===== src/rtl/tmds_pkg.sv =====
// tmds_pkg: TMDS control tokens, symbol decode helpers and alignment FSM states
package tmds_pkg;
  localparam logic [9:0] TOK_CTRL0 = 10'h354;
  localparam logic [9:0] TOK_CTRL1 = 10'h0AB;
  localparam logic [9:0] TOK_CTRL2 = 10'h154;
  localparam logic [9:0] TOK_CTRL3 = 10'h2AB;
  typedef enum logic [1:0] {SEARCH, SLIP, WAIT, LOCKED} state_t;
  function automatic logic is_token(input logic [9:0] w);
    return w == TOK_CTRL0 || w == TOK_CTRL1 || w == TOK_CTRL2 || w == TOK_CTRL3;
  endfunction
  function automatic logic [1:0] ctrl_from_token(input logic [9:0] w);
    return w == TOK_CTRL1 ? 2'b01 : w == TOK_CTRL2 ? 2'b10 : w == TOK_CTRL3 ? 2'b11 : 2'b00;
  endfunction
  function automatic logic [7:0] tmds_decode_8b(input logic [9:0] w);
    logic [7:0] q;
    q = w[9] ? ~w[7:0] : w[7:0];
    return {q[7:1] ^ q[6:0] ^ {7{~w[8]}}, q[0]};
  endfunction
endpackage


===== src/rtl/tmds_align_fsm.sv =====
// tmds_align_fsm: symbol alignment search, bitslip control and lock tracking
module tmds_align_fsm
  import tmds_pkg::*;
#(
  parameter int CTRL_TOKEN_MIN = 8,
  parameter int SEARCH_TIMEOUT = 4096,
  parameter int SLIP_WAIT      = 16
) (
  input  logic       clk,
  input  logic       rst,
  input  logic       is_token,
  output logic       bitslip,
  output logic       aligned,
  output logic [3:0] slip_count
);
  localparam int RW = $clog2(CTRL_TOKEN_MIN + 1);
  localparam int GW = $clog2(SEARCH_TIMEOUT + 1);
  localparam int WW = $clog2(SLIP_WAIT + 1);
  state_t state_q, state_d;
  logic [RW-1:0] run_q, run_d, run_inc;
  logic [GW-1:0] gap_q, gap_d, gap_inc;
  logic [WW-1:0] wait_q, wait_d;
  logic [3:0] slip_q, slip_d;
  logic bitslip_q, bitslip_d, aligned_q, aligned_d;
  always_comb begin
    run_inc = is_token ? run_q + 1'b1 : '0;
    gap_inc = is_token ? '0 : gap_q + 1'b1;
    state_d = state_q;
    run_d = '0;
    gap_d = '0;
    wait_d = '0;
    case (state_q)
      SEARCH: begin
        run_d = run_inc;
        gap_d = gap_inc;
        state_d = run_inc >= RW'(CTRL_TOKEN_MIN) ? LOCKED : gap_inc >= GW'(SEARCH_TIMEOUT) ? SLIP : SEARCH;
      end
      SLIP: state_d = WAIT;
      WAIT: begin
        wait_d = wait_q + 1'b1;
        state_d = wait_q == WW'(SLIP_WAIT - 1) ? SEARCH : WAIT;
      end
      LOCKED: begin
        gap_d = gap_inc;
        state_d = gap_inc >= GW'(SEARCH_TIMEOUT) ? SEARCH : LOCKED;
      end
      default: state_d = SEARCH;
    endcase
    if (state_d != state_q) begin
      run_d = '0;
      gap_d = '0;
      wait_d = '0;
    end
    slip_d = state_d == SLIP ? (slip_q == 4'd9 ? 4'd0 : slip_q + 1'b1) :
             (state_q == LOCKED && state_d == SEARCH) ? 4'd0 : slip_q;
    bitslip_d = state_d == SLIP;
    aligned_d = state_d == LOCKED;
  end
  always_ff @(posedge clk) begin
    if (rst) begin
      state_q <= SEARCH;
      run_q <= '0;
      gap_q <= '0;
      wait_q <= '0;
      slip_q <= '0;
      bitslip_q <= 1'b0;
      aligned_q <= 1'b0;
    end else begin
      state_q <= state_d;
      run_q <= run_d;
      gap_q <= gap_d;
      wait_q <= wait_d;
      slip_q <= slip_d;
      bitslip_q <= bitslip_d;
      aligned_q <= aligned_d;
    end
  end
  assign bitslip = bitslip_q;
  assign aligned = aligned_q;
  assign slip_count = slip_q;
endmodule


===== src/rtl/tmds_channel_decoder.sv =====
// tmds_channel_decoder: per-channel DVI receive back end with alignment and TMDS decode
module tmds_channel_decoder
  import tmds_pkg::*;
#(
  parameter int CTRL_TOKEN_MIN = 8,
  parameter int SEARCH_TIMEOUT = 4096,
  parameter int SLIP_WAIT      = 16
) (
  input  logic       clk,
  input  logic       rst,
  input  logic [9:0] rx_word,
  output logic       bitslip,
  output logic       aligned,
  output logic       de,
  output logic [1:0] ctrl,
  output logic [7:0] data,
  output logic [3:0] slip_count
);
  logic [9:0] word_q;
  logic tok_q, tok_d;
  logic de_q, de_d;
  logic [1:0] ctrl_q, ctrl_d;
  logic [7:0] data_q, data_d;
  tmds_align_fsm #(
    .CTRL_TOKEN_MIN(CTRL_TOKEN_MIN),
    .SEARCH_TIMEOUT(SEARCH_TIMEOUT),
    .SLIP_WAIT(SLIP_WAIT)
  ) u_fsm (
    .clk(clk),
    .rst(rst),
    .is_token(tok_q),
    .bitslip(bitslip),
    .aligned(aligned),
    .slip_count(slip_count)
  );
  always_comb begin
    tok_d = is_token(rx_word);
    de_d = aligned & ~tok_q;
    ctrl_d = aligned & tok_q ? ctrl_from_token(word_q) : ctrl_q;
    data_d = !aligned ? 8'h00 : tok_q ? data_q : tmds_decode_8b(word_q);
  end
  always_ff @(posedge clk) begin
    if (rst) begin
      word_q <= '0;
      tok_q <= 1'b0;
      de_q <= 1'b0;
      ctrl_q <= '0;
      data_q <= '0;
    end else begin
      word_q <= rx_word;
      tok_q <= tok_d;
      de_q <= de_d;
      ctrl_q <= ctrl_d;
      data_q <= data_d;
    end
  end
  assign de = de_q;
  assign ctrl = ctrl_q;
  assign data = data_q;
endmodule


===== config.mk =====
export PLATFORM = sky130hd
export DESIGN_NAME = tmds_channel_decoder
export DESIGN_NICKNAME = d
export VERILOG_FILES = /design/src/rtl/tmds_pkg.sv /design/src/rtl/tmds_align_fsm.sv /design/src/rtl/tmds_channel_decoder.sv
export SDC_FILE = /design/constraint.sdc
export NUM_CORES = 1
export LEC_CHECK = 0
export BUFFER_PORTS_ARGS = -buffer_cell sky130_fd_sc_hd__buf_2
export CELL_PAD_IN_SITES_DETAIL_PLACEMENT = 1
export CELL_PAD_IN_SITES_GLOBAL_PLACEMENT = 2
export CORE_ASPECT_RATIO = 0.6
export CORE_UTILIZATION = 36
export DETAILED_ROUTE_END_ITERATION = 8
export PLACE_DENSITY_LB_ADDON = 0.1
export SETUP_SLACK_MARGIN = 0.1
export SLEW_MARGIN = 20
export SYNTH_ARGS = -nofsm -noshare
export SYNTH_HDL_FRONTEND = slang
export SYNTH_SLANG_ARGS = --single-unit

===== constraint.sdc =====
create_clock -name clk -period 3.2 [get_ports clk]
set_input_delay 0.64 -clock clk [delete_from_list [all_inputs] [get_ports clk]]
set_output_delay 0.64 -clock clk [all_outputs]
set_load 0.1 [all_outputs]

==> results of run 1 <==
[worst register-to-register path, stage by stage, from the launching register on]
cell and delay, ps:
dfxtp_1 400, ha_1 260, nand4_2 200, nor4_4 220, mux2_2 410, o31ai_2 560
nor2_1 130, a221o_1 320
[worst max-delay path by stage]
stage | end | slack (ps) | cells after the start
2_1_floorplan | u_fsm.gap_q[10] | 840 | 8
6_report | u_fsm.slip_count[2] | 590 | 7
4_1_cts | u_fsm.slip_count[2] | 580 | 7
5_1_grt | u_fsm.slip_count[2] | 360 | 7
3_5_place_dp | u_fsm.slip_count[2] | 590 | 7
3_3_place_gp | u_fsm.gap_q[1] | 680 | 8
[kinds of logic after synthesis]
logic type / Yosys count
and+or+nand+nor: 113
DFF: 52
AOI/OAI and AO/OA: 31
xor gates and xnor gates: 27
buffers and inverters: 22
adders and majority gates: 10
muxes: 1
[final cells by class]
class,instances,area [um^2]
multi-input combinational,182,1330
clock buffer,8,146
tap,84,105
sequential,52,1040
timing repair buffer,31,163
inverter,13,48.8
fill,749,3520
[synthesized netlist by cell type (all sizes together) (3+ instances only)]
| cell type | instances |
|---|---|
| a211o | 3 |
| a21oi | 13 |
| buf | 3 |
| clkbuf | 6 |
| dfxtp | 52 |
| ha | 10 |
| inv | 13 |
| nand2 | 12 |
| nand3 | 6 |
| nand4 | 5 |
| nor2 | 26 |
| nor2b | 12 |
| nor3 | 17 |
| nor4 | 17 |
| xnor2 | 11 |
| xor2 | 16 |
[per-layer routing]
layer / routed length (um) / vias up / GRT usage, % / share of wire, %
met5: 0 / - / 0 / 0
li1: - / 965 / - / -
met4: 43 / 0 / 3.55 / 0.78
met2: 1950 / 29 / 20.5 / 35
met3: 235 / 5 / 4.73 / 4.2
met1: 3300 / 862 / 28.1 / 60
[metrics by stage]
step,instances,hold WS (ps),area (um^2),util (%)
final,370,463,2840,44.6
after global routing,370,493,2840,44.6
after CTS,370,467,2840,44.6
after detailed placement,362,455,2690,42.3
after global placement,362,452,2690,42.3
after floorplan,256,427,2470,-
[registers in the layout (all words and copies together), names as in the netlist]
register	flops
u_fsm.gap_q	13
u_fsm.slip_count	4
u_fsm.bitslip	1
u_fsm.aligned	1
de	1
u_fsm.state_q	2
u_fsm.run_q	4
u_fsm.wait_q	5
ctrl	2
tok_q	1
data	8
word_q	10
[power by group through the flow]
stage / registers [W] / clock network [W] / logic (W)
floorplan: 0.000680 / 0 / 0.0000524
global placement: 0.000685 / 0 / 0.0000676
detailed placement: 0.000686 / 0 / 0.0000681
CTS: 0.000671 / 0.000559 / 0.0000685
global route: 0.000672 / 0.000589 / 0.0000765
finish: 0.000672 / 0.000537 / 0.0000673
==> run summary, run 1 <==
Hold Crit Start = ctrl[0]
Die Span Y = 66.2 um
Final hold vios = 0
Worst stage delay on the critical path = 560 ps
Max frequency = 384 MHz
Final Routed Wirelength = 5530 um
Sw Pwr = 0.000274 W
Sequential power share = 52.6%
Synthesis Warnings = 0
Largest family of logic cells by synthesized area = simple AND/OR/NAND/NOR gates
Depth of the most critical reg-to-reg path = 7
CTS Buf Count = 5
IO Pins = 29
Buffers inserted by post-CTS timing repair = 0
Simple-gate share of the synthesized area = 29.6%
Die X = 109 um
Leak = 1.15 nW
I/O Buffers = 28
Cts hold-fix bufs = 0
Syn_nets = 278
Ys flop type = dfxtp_1
Fin worst setup slack = 593 ps
Sink Count = 52
Core area = 6360 um^2
Slowest cell on crit path = o31ai_2
Worst Hold Class = reg2reg
Final worst-path cycle share = 81.5%
Initial antenna violation count = 0
Initial core utilization = 38.9%
Hpwl dp = 4270 um
Worst-path clk slew = 70 ps
Worst slack, placed = 594 ps
Synth top area cells = dfxtp_1 (42%), nor4_2 (6.1%), xor2_1 (5.7%), ha_1 (5.1%), nor2_1 (3.9%)
Worst vdd ir = 292 uV
Critical Path Source = u_fsm.gap_q[0]
Area grow syn2layout = 14.6%
Total track usage = 17.1%
Top Family by Delay on Critical Path = compound AO/OA/AOI/OAI gates
Crit path capture type = register
Clk Latency, worst-skew pair = 290 ps
CP Max Fanout = 8
XOR/XNOR Fraction of Synth Area = 9.56%
Antenna cells = 0
R2R setup slack = 590 ps
Final routed DRC violation total = 0
Least-Margin Pin Slew = 659 ps
Most common cell after layout, fill and taps aside = dfxtp_1
Routed vias/inst = 5.03
1st-pass router iterations = 4
Clock skew = 4.85 ps
#FFs+latches synth = 52
Max cap viols = 0
Post-synth EDFFs = 0
Syn Std Cell Area = 2470 um^2
Post-CTS Resized = 0
RSZ-0062 raised after global routing = no
Vias in the first global route = 1768
FFs w/ async S/R, synth = 0%
Setup violators final = 0
Worst Hold Depth = 2
Setup TNS Final = 0 ps
Vias = 1861
Slew margin rel. = 56.1%
Power Dens Cells = 450 nW/um^2
Most frequent cells in the layout = dfxtp_1 (52), buf_2 (28), nor2_1 (26)
Adder-Cell Fraction of Synth Area = 5.06%
Largest net degree at the start of global routing = 29
Synth Area in Compound Gates = 9.10%
Die area = 7220 um^2
Period minus WS final = 2610 ps
Leading area contributor after synthesis = dfxtp_1
# rows = 22
Run status = finished, final reports clean
Layout cells sized above 1 = 19.9%
Clock Tree Buf Depth = 2
Top-area cell type share of the netlist area = 42.1%
Synth cell types = 48
GPL Wtd Cong = 0.725
# nets final = 307
Crit path DAT = 2780 ps
CP Data Required Time = 3370 ps
CP Cell Sequence = ha_1 -> nand4_2 -> nor4_4 -> mux2_2 -> o31ai_2 -> nor2_1 -> a221o_1
H-tree depth = 2
Antenna viol nets, final = 0
Clock share of power = 42.1%
Switching Share = 21.5%
R2r startpoint = u_fsm.gap_q[0]
TritonCTS clock tree = built
Cell Int Power = 0.00100 W
Total gr overflow = 0
Startpoint Class = register
Post-Synthesis Cells = 256
RR Endpoint = u_fsm.slip_count[2]
Final Power = 0.00128 W
First-pass GRT wire length = 9270 um
Mapped Avg Cell Area = 9.66 um^2
Wire per inst = 14.9 um
Initial DRC count = 60
CP Class = reg2reg
Proportion of synthesized area in mux cells = 0.455%
Register area share after synthesis = 42.1%
Max-slew violation total from the final report = 0
Hold path endpoint = ctrl[0]
Combinational Power Share = 5.3%
WP buf/inv = 0
Root Buffer = clkbuf_16
No activity file was read; power rests on OpenSTA's default activity.
==> run 2, diff against run 1 <==
CORE_UTILIZATION = 33   (was 36)
clock period = 2.3 ns   (was 3.2 ns; I/O delays follow)
==> run 2 against run 1 <==
Net effect: clock power grew 43%; cell count grew 15%; die area grew 8.9%; first-iteration DRC count grew 25%; combinational power grew 96%; sequential power grew 39%; critical path depth is the same; non-clock buffer count grew 37; register-to-register slack lost 560 ps; design area grew 23%; clock skew shrank 1.2 ps; wire length grew 20%.
==> run summary, run 2 (synthesized netlist as in run 1, its figures left out) <==
Run status = finished, final reports clean
CTS Buf Count = 5 (unchanged)
Vias in the first global route = 2066 (+17%)
Crit path capture type = register
Cts hold-fix bufs = 0 (unchanged)
Total gr overflow = 0 (unchanged)
Least-Margin Pin Slew = 828 ps (+169 ps)
Clk Latency, worst-skew pair = 300 ps (about the same)
Worst hold slack = 372 ps (-90.8 ps)
Initial DRC count = 75 (+25%)
GPL Wtd Cong = 0.824 (+14%)
Hpwl dp = 4650 um (+8.8%)
1st-pass router iterations = 4 (unchanged)
Placed Instance Area = 2940 um^2 (+9.5%)
Final worst-path cycle share = 98.7% (+17 points)
Die X = 114 um (+4.4%)
Clock Tree Buf Depth = 2 (unchanged)
Power Dens Cells = 525 nW/um^2 (+17%)
Initial antenna violation count = 0 (unchanged)
Routed vias/inst = 4.74 (-5.8%)
Leak = 1.43 nW (+24%)
Top Family by Delay on Critical Path = simple AND/OR/NAND/NOR gates
Sink Count = 52 (unchanged)
Max-slew violation total from the final report = 0 (unchanged)
# rows = 24 (+9.1%)
CP Data Required Time = 2500 ps (-870 ps)
Worst vdd ir = 287 uV (-1.9%)
Biggest register = u_fsm.gap_q
Worst Hold Class = in2reg
Largest net degree at the start of global routing = 19 (-34%)
Most common cell after layout, fill and taps aside = dfxtp_1
Final hold vios = 0 (unchanged)
First-pass GRT wire length = 10600 um (+15%)
Slowest cell on crit path = dfxtp_1
CP Max Fanout = 6 (-2)
Worst stage delay on the critical path = 400 ps (-160 ps)
Die Span Y = 69.1 um (+4.3%)
Worst Hold Depth = 2 (unchanged)
Antenna viol nets, final = 0 (unchanged)
Slew margin rel. = 44.8% (-11 points)
Crit path DAT = 2470 ps (-310 ps)
Area grow syn2layout = 41.3%
H-tree depth = 2 (unchanged)
CP Depth = 7 (unchanged)
Worst-path clk slew = 70 ps (about the same)
Root Buffer = clkbuf_16
Clock skew = 3.68 ps (-1.17 ps)
Max cap viols = 0 (unchanged)
Finished Cell Area = 3490 um^2 (+23%)
Startpoint Class = register
R2R setup slack = 30 ps (-560 ps)
Wire per inst = 15.6 um (+4.1%)
Max reg flops = 13 (unchanged)
Setup violators final = 0 (unchanged)
Initial core utilization = 34.0% (-4.9 points)
I/O Buffers = 28 (unchanged)
Total track usage = 17.4% (+0.31 points)
Vias = 2023 (+8.7%)
Layout cells sized above 1 = 40.9% (+21 points)
Final Routed Wirelength = 6640 um (+20%)
Most frequent cells in the layout = dfxtp_1 (47), buf_4 (29), buf_2 (28)
IO Pins = 29 (unchanged)
Die area = 7860 um^2 (+8.9%)
RSZ-0062 raised after global routing = yes
Depth of the most critical reg-to-reg path = 7 (unchanged)
Max frequency = 441 MHz (+15%)
CP Cell Sequence = nand4_4 -> nor4_4 -> mux2_4 -> o31a_1 -> a211o_4 -> buf_6 -> nor4_2
Final routed DRC violation total = 0 (unchanged)
Antenna cells = 0 (unchanged)
WP buf/inv = 1 (+1)
Core area = 7270 um^2 (+14%)
TritonCTS clock tree = built
# nets final = 344 (+12%)
Period minus WS final = 2270 ps (-338 ps)
CP Class = reg2reg
## run 2: worst register-to-register path: stages (launching register included)
cell and delay [ps]:
dfxtp_1 400, nand4_4 170, nor4_4 340, mux2_4 350, o31a_1 270, a211o_4 340, buf_6 170, nor4_2 140
## run 2: through the flow
stage / total power (W) / setup TNS (ps) / cells / util [%] / worst slack (ps)
finish: 0.00183 / 0 / 427 / 48.1 / 30.7
global route: 0.00192 / -487 / 427 / 48.1 / -54.7
CTS: 0.00185 / 0 / 425 / 44.4 / 24.9
detailed placement: 0.00107 / -113 / 409 / 40.5 / -71.9
global placement: 0.00107 / -48.3 / 409 / 40.5 / -30.2
floorplan: 0.00102 / 0 / 256 / - / 44.2
## run 2: layout make-up
class                      instances  area (um^2)
multi-input combinational        182         1620
fill                             808         3770
inverter                          13         48.8
timing repair buffer              68          499
sequential                        52         1050
clock buffer                       5          125
clock inverter                     3         22.5
tap                              104          130
## run 2: layer usage
layer / up-vias / wire [um] / global-route usage [%]
met2: 30 / 2530 / 22.0
met5: - / 0 / 0
li1: 1042 / - / -
met3: 5 / 196 / 4.22
met4: 0 / 50 / 4.76
met1: 946 / 3860 / 28.2
## run 2: what timing repair did
| item | CTS | global route |
|---|---|---|
| pin swaps | 9 | 13 |
| setup buffers | 7 | 3 |
| gates resized for setup | 16 | 46 |
| cloned | 1 | 1 |
| setup endpoints to repair | 24 | 28 |
## run 2: final timing paths
kind	start	to
max reg2reg	u_fsm.gap_q[8]	u_fsm.gap_q[11]
max	u_fsm.gap_q[8]	u_fsm.gap_q[11]
min reg2reg	u_fsm.wait_q[0]	u_fsm.wait_q[0]
min	rx_word[9]	word_q[9]
## run 2: report_power, final
part	total [W]	switching, W	leakage, nW	internal [W]
registers	0.000935	0.0000202	0.424	0.000914
logic	0.000132	0.0000660	0.929	0.0000664
clock network	0.000768	0.000360	0.0742	0.000408
total	0.00183	0.000446	1.43	0.00139
==> run 3, diff against run 2 <==
ABC_AREA = 1   (was unset)
CORE_UTILIZATION = 29   (was 33)
SYNTH_HIERARCHICAL = 1   (was unset)
==> run 3 against run 2 <==
Net effect: clock-buffer cell count stayed put; critical endpoint is now u_fsm/gap_q[1]; utilization is 12 points lower; sequential share of layout area is 5.7 points higher; critical path type unchanged; via count is 1.4% higher; maximum frequency is 22% higher; combinational power is 26% lower; largest cell class unchanged; synthesized cell count is 34% higher; clock skew hardly changed.
==> run summary, run 3 <==
Commonest cells post-synth = nor2_1 (63), nand2_1 (58), dfxtp_1 (52)
Mapped Avg Cell Area = 7.27 um^2 (-25%)
Most common cell after layout, fill and taps aside = nor2_1
Wire per inst = 12.3 um (-21%)
Area grow syn2layout = 17.5%
RR Endpoint = u_fsm/gap_q[1]
Post-CTS Resized = 0 (-16)
Leading area contributor after synthesis = dfxtp_1
Max reg flops = 13 (unchanged)
Antenna cells = 0 (unchanged)
Setup TNS Final = 0 ps (unchanged)
Layout cells sized above 1 = 17.6% (-23 points)
Least-Margin Pin Slew = 497 ps (-331 ps)
Total track usage = 14.7% (-2.7 points)
Buffers inserted by post-CTS timing repair = 0 (-7)
Switching Share = 22.2% (-2.1 points)
Hold path endpoint = word_q[9]
#FFs+latches synth = 52 (unchanged)
Die Span Y = 73.7 um (+6.7%)
Placed Instance Area = 2750 um^2 (-6.5%)
Top-area cell type share of the netlist area = 41.9% (-0.19 points)
CP Max Fanout = 13 (+7)
Routed vias/inst = 4.24 (-11%)
Run status = finished, final reports clean
CP Data Required Time = 2480 ps (-20 ps)
Depth of the most critical reg-to-reg path = 12 (+5)
Sink Count = 52 (unchanged)
Largest net degree at the start of global routing = 20 (+1)
Syn Std Cell Area = 2480 um^2 (+0.46%)
GPL Wtd Cong = 0.752 (-8.7%)
Max-slew violation total from the final report = 0 (unchanged)
1st-pass router iterations = 4 (unchanged)
Clock skew = 4.09 ps (+0.411 ps)
Syn_nets = 364 (+31%)
Fin worst setup slack = 440 ps (+409 ps)
CTS Buf Count = 5 (unchanged)
Root Buffer = clkbuf_16
Most frequent cells in the layout = nor2_1 (63), nand2_1 (58), dfxtp_1 (52)
Setup violators final = 0 (unchanged)
Die area = 8950 um^2 (+14%)
Synth cell types = 30 (-38%)
FFs w/ async S/R, synth = 0% (unchanged)
Sequential power share = 49.4% (-1.5 points)
Synthesis Warnings = 6 (+6)
R2R setup slack = 440 ps (+410 ps)
Ys flop type = dfxtp_1
Slew margin rel. = 67.1% (+22 points)
Final routed DRC violation total = 0 (unchanged)
Hold Crit Start = rx_word[9]
Worst-path clk slew = 70 ps (about the same)
Die X = 122 um (+6.8%)
R2r startpoint = u_fsm/gap_q[0]
Initial DRC count = 85 (+13%)
Final worst-path cycle share = 80.9% (-18 points)
Worst Hold Class = in2reg
Sw Pwr = 0.000416 W (-6.7%)
Total gr overflow = 0 (unchanged)
Finished Cell Area = 2920 um^2 (-16%)
Crit path capture type = register
Vias = 2051 (+1.4%)
Clk Latency, worst-skew pair = 290 ps (about the same)
Final Routed Wirelength = 5970 um (-10%)
First-pass GRT wire length = 9840 um (-7.6%)
Crit path DAT = 2040 ps (-430 ps)
RSZ-0062 raised after global routing = no
Synth top area cells = dfxtp_1 (42%), nor2_1 (9.5%), nand2_1 (8.8%), inv_1 (7.4%), nand3_1 (6.2%)
Leak = 1.40 nW (-1.9%)
Period minus WS final = 1860 ps (-409 ps)
IO Pins = 29 (unchanged)
Cell Int Power = 0.00146 W (+5.3%)
Startpoint Class = register
H-tree depth = 2 (unchanged)
Worst vdd ir = 288 uV (+0.38%)
Hpwl dp = 4680 um (+0.73%)
Post-Synthesis Cells = 342 (+34%)
# nets final = 397 (+15%)
TritonCTS clock tree = built
Clock share of power = 45.5% (+3.7 points)
Cts hold-fix bufs = 0 (unchanged)
Max cap viols = 0 (unchanged)
I/O Buffers = 28 (unchanged)
Antenna viol nets, final = 0 (unchanged)
Max frequency = 538 MHz (+22%)
Post-synth EDFFs = 0 (unchanged)
Worst Hold Depth = 3 (+1)
# rows = 25 (+4.2%)
Power Dens Cells = 644 nW/um^2 (+23%)
Register area share after synthesis = 41.9% (-0.19 points)
CP Class = reg2reg
Most frequent cell after synthesis = nor2_1
Initial antenna violation count = 0 (unchanged)
Clock Tree Buf Depth = 2 (unchanged)
Combinational Power Share = 5.2% (-2.0 points)
Final hold vios = 0 (unchanged)
Worst slack, placed = 438 ps (+510 ps)
Biggest register = u_fsm/gap_q
Utilization of the core after routing = 36.2% (-12 points)
Initial core utilization = 30.8% (-3.2 points)
Core area = 8070 um^2 (+11%)
Vias in the first global route = 1964 (-4.9%)
[run 3: cell types whose count changed after synthesis, sizes merged, moves of 3 or more]
cell | before | now
nor3 | 17 | 5
nor2b | 12 | 0
xor2 | 16 | 8
o21ai | 2 | 7
nand2 | 12 | 65
nand3 | 6 | 34
nor2 | 26 | 75
o211ai | 0 | 3
xnor2 | 11 | 2
nor4 | 17 | 0
clkbuf | 6 | 2
inv | 13 | 51
[run 3: layer usage]
layer	routed length (um)	vias up	track usage (%)
met4	62	0	5.35
met2	2020	32	18.9
met3	193	4	3.73
met1	3700	888	22.7
met5	0	-	0
li1	-	1127	-
[run 3: area by class of cell]
type                    instances  area (um^2)
flip-flops and latches         52         1040
repair buffers                 31          163
clock inverters                 3         42.5
fillers                      1031         5150
inverters                      51          191
well taps                     108          135
clock buffers                   5          125
multi-input cells             234         1220
[run 3: worst max-delay path by stage]
stage / depth (start not counted) / start / endpoint
final: 12 / u_fsm/gap_q[0] / u_fsm/gap_q[1]
after floorplan: 6 / u_fsm/slip_count[0] / u_fsm/slip_count[0]
after global placement: 11 / u_fsm/gap_q[0] / u_fsm/gap_q[1]
after detailed placement: 12 / u_fsm/gap_q[0] / u_fsm/gap_q[1]
after global routing: 12 / u_fsm/gap_q[0] / u_fsm/run_q[1]
after CTS: 12 / u_fsm/gap_q[0] / u_fsm/gap_q[1]
[run 3: worst max-delay path: stages (launching register included)]
cell and delay (ps):
dfxtp_1 350, ha_1 210, nand2_2 80, nor2_4 120, nand3_1 90, nand2_1 80, nand3_2 110, nand2_1 150
nand2_1 110, nand2_1 80, nand2_2 80, nand3_4 220, nor2_1 60
[run 3: power by group through the flow]
stage | Sequential [W] | Combinational [W] | Clock (W)
4_1_cts | 0.000927 | 0.0000998 | 0.000885
5_1_grt | 0.000928 | 0.000113 | 0.000924
3_5_place_dp | 0.000948 | 0.0000992 | 0
2_1_floorplan | 0.000943 | 0.0000683 | 0
3_3_place_gp | 0.000948 | 0.0000986 | 0
6_report | 0.000927 | 0.0000975 | 0.000854
[run 3: cell families after synthesis]
group,Yosys count,share of synthesized area [%]
and+or+nand+nor,190,35.1
DFF,52,41.9
adders and majority gates,10,5.04
buffers and inverters,56,8.96
xor gates and xnor gates,10,3.52
AOI/OAI and AO/OA,24,5.44
[run 3: stage by stage]
step | power [W] | cells | hold slack [ps]
after floorplan | 0.00101 | 342 | 418
after global placement | 0.00105 | 476 | 439
after detailed placement | 0.00105 | 476 | 450
after CTS | 0.00191 | 484 | 379
after global routing | 0.00197 | 484 | 388
final | 0.00188 | 484 | 386
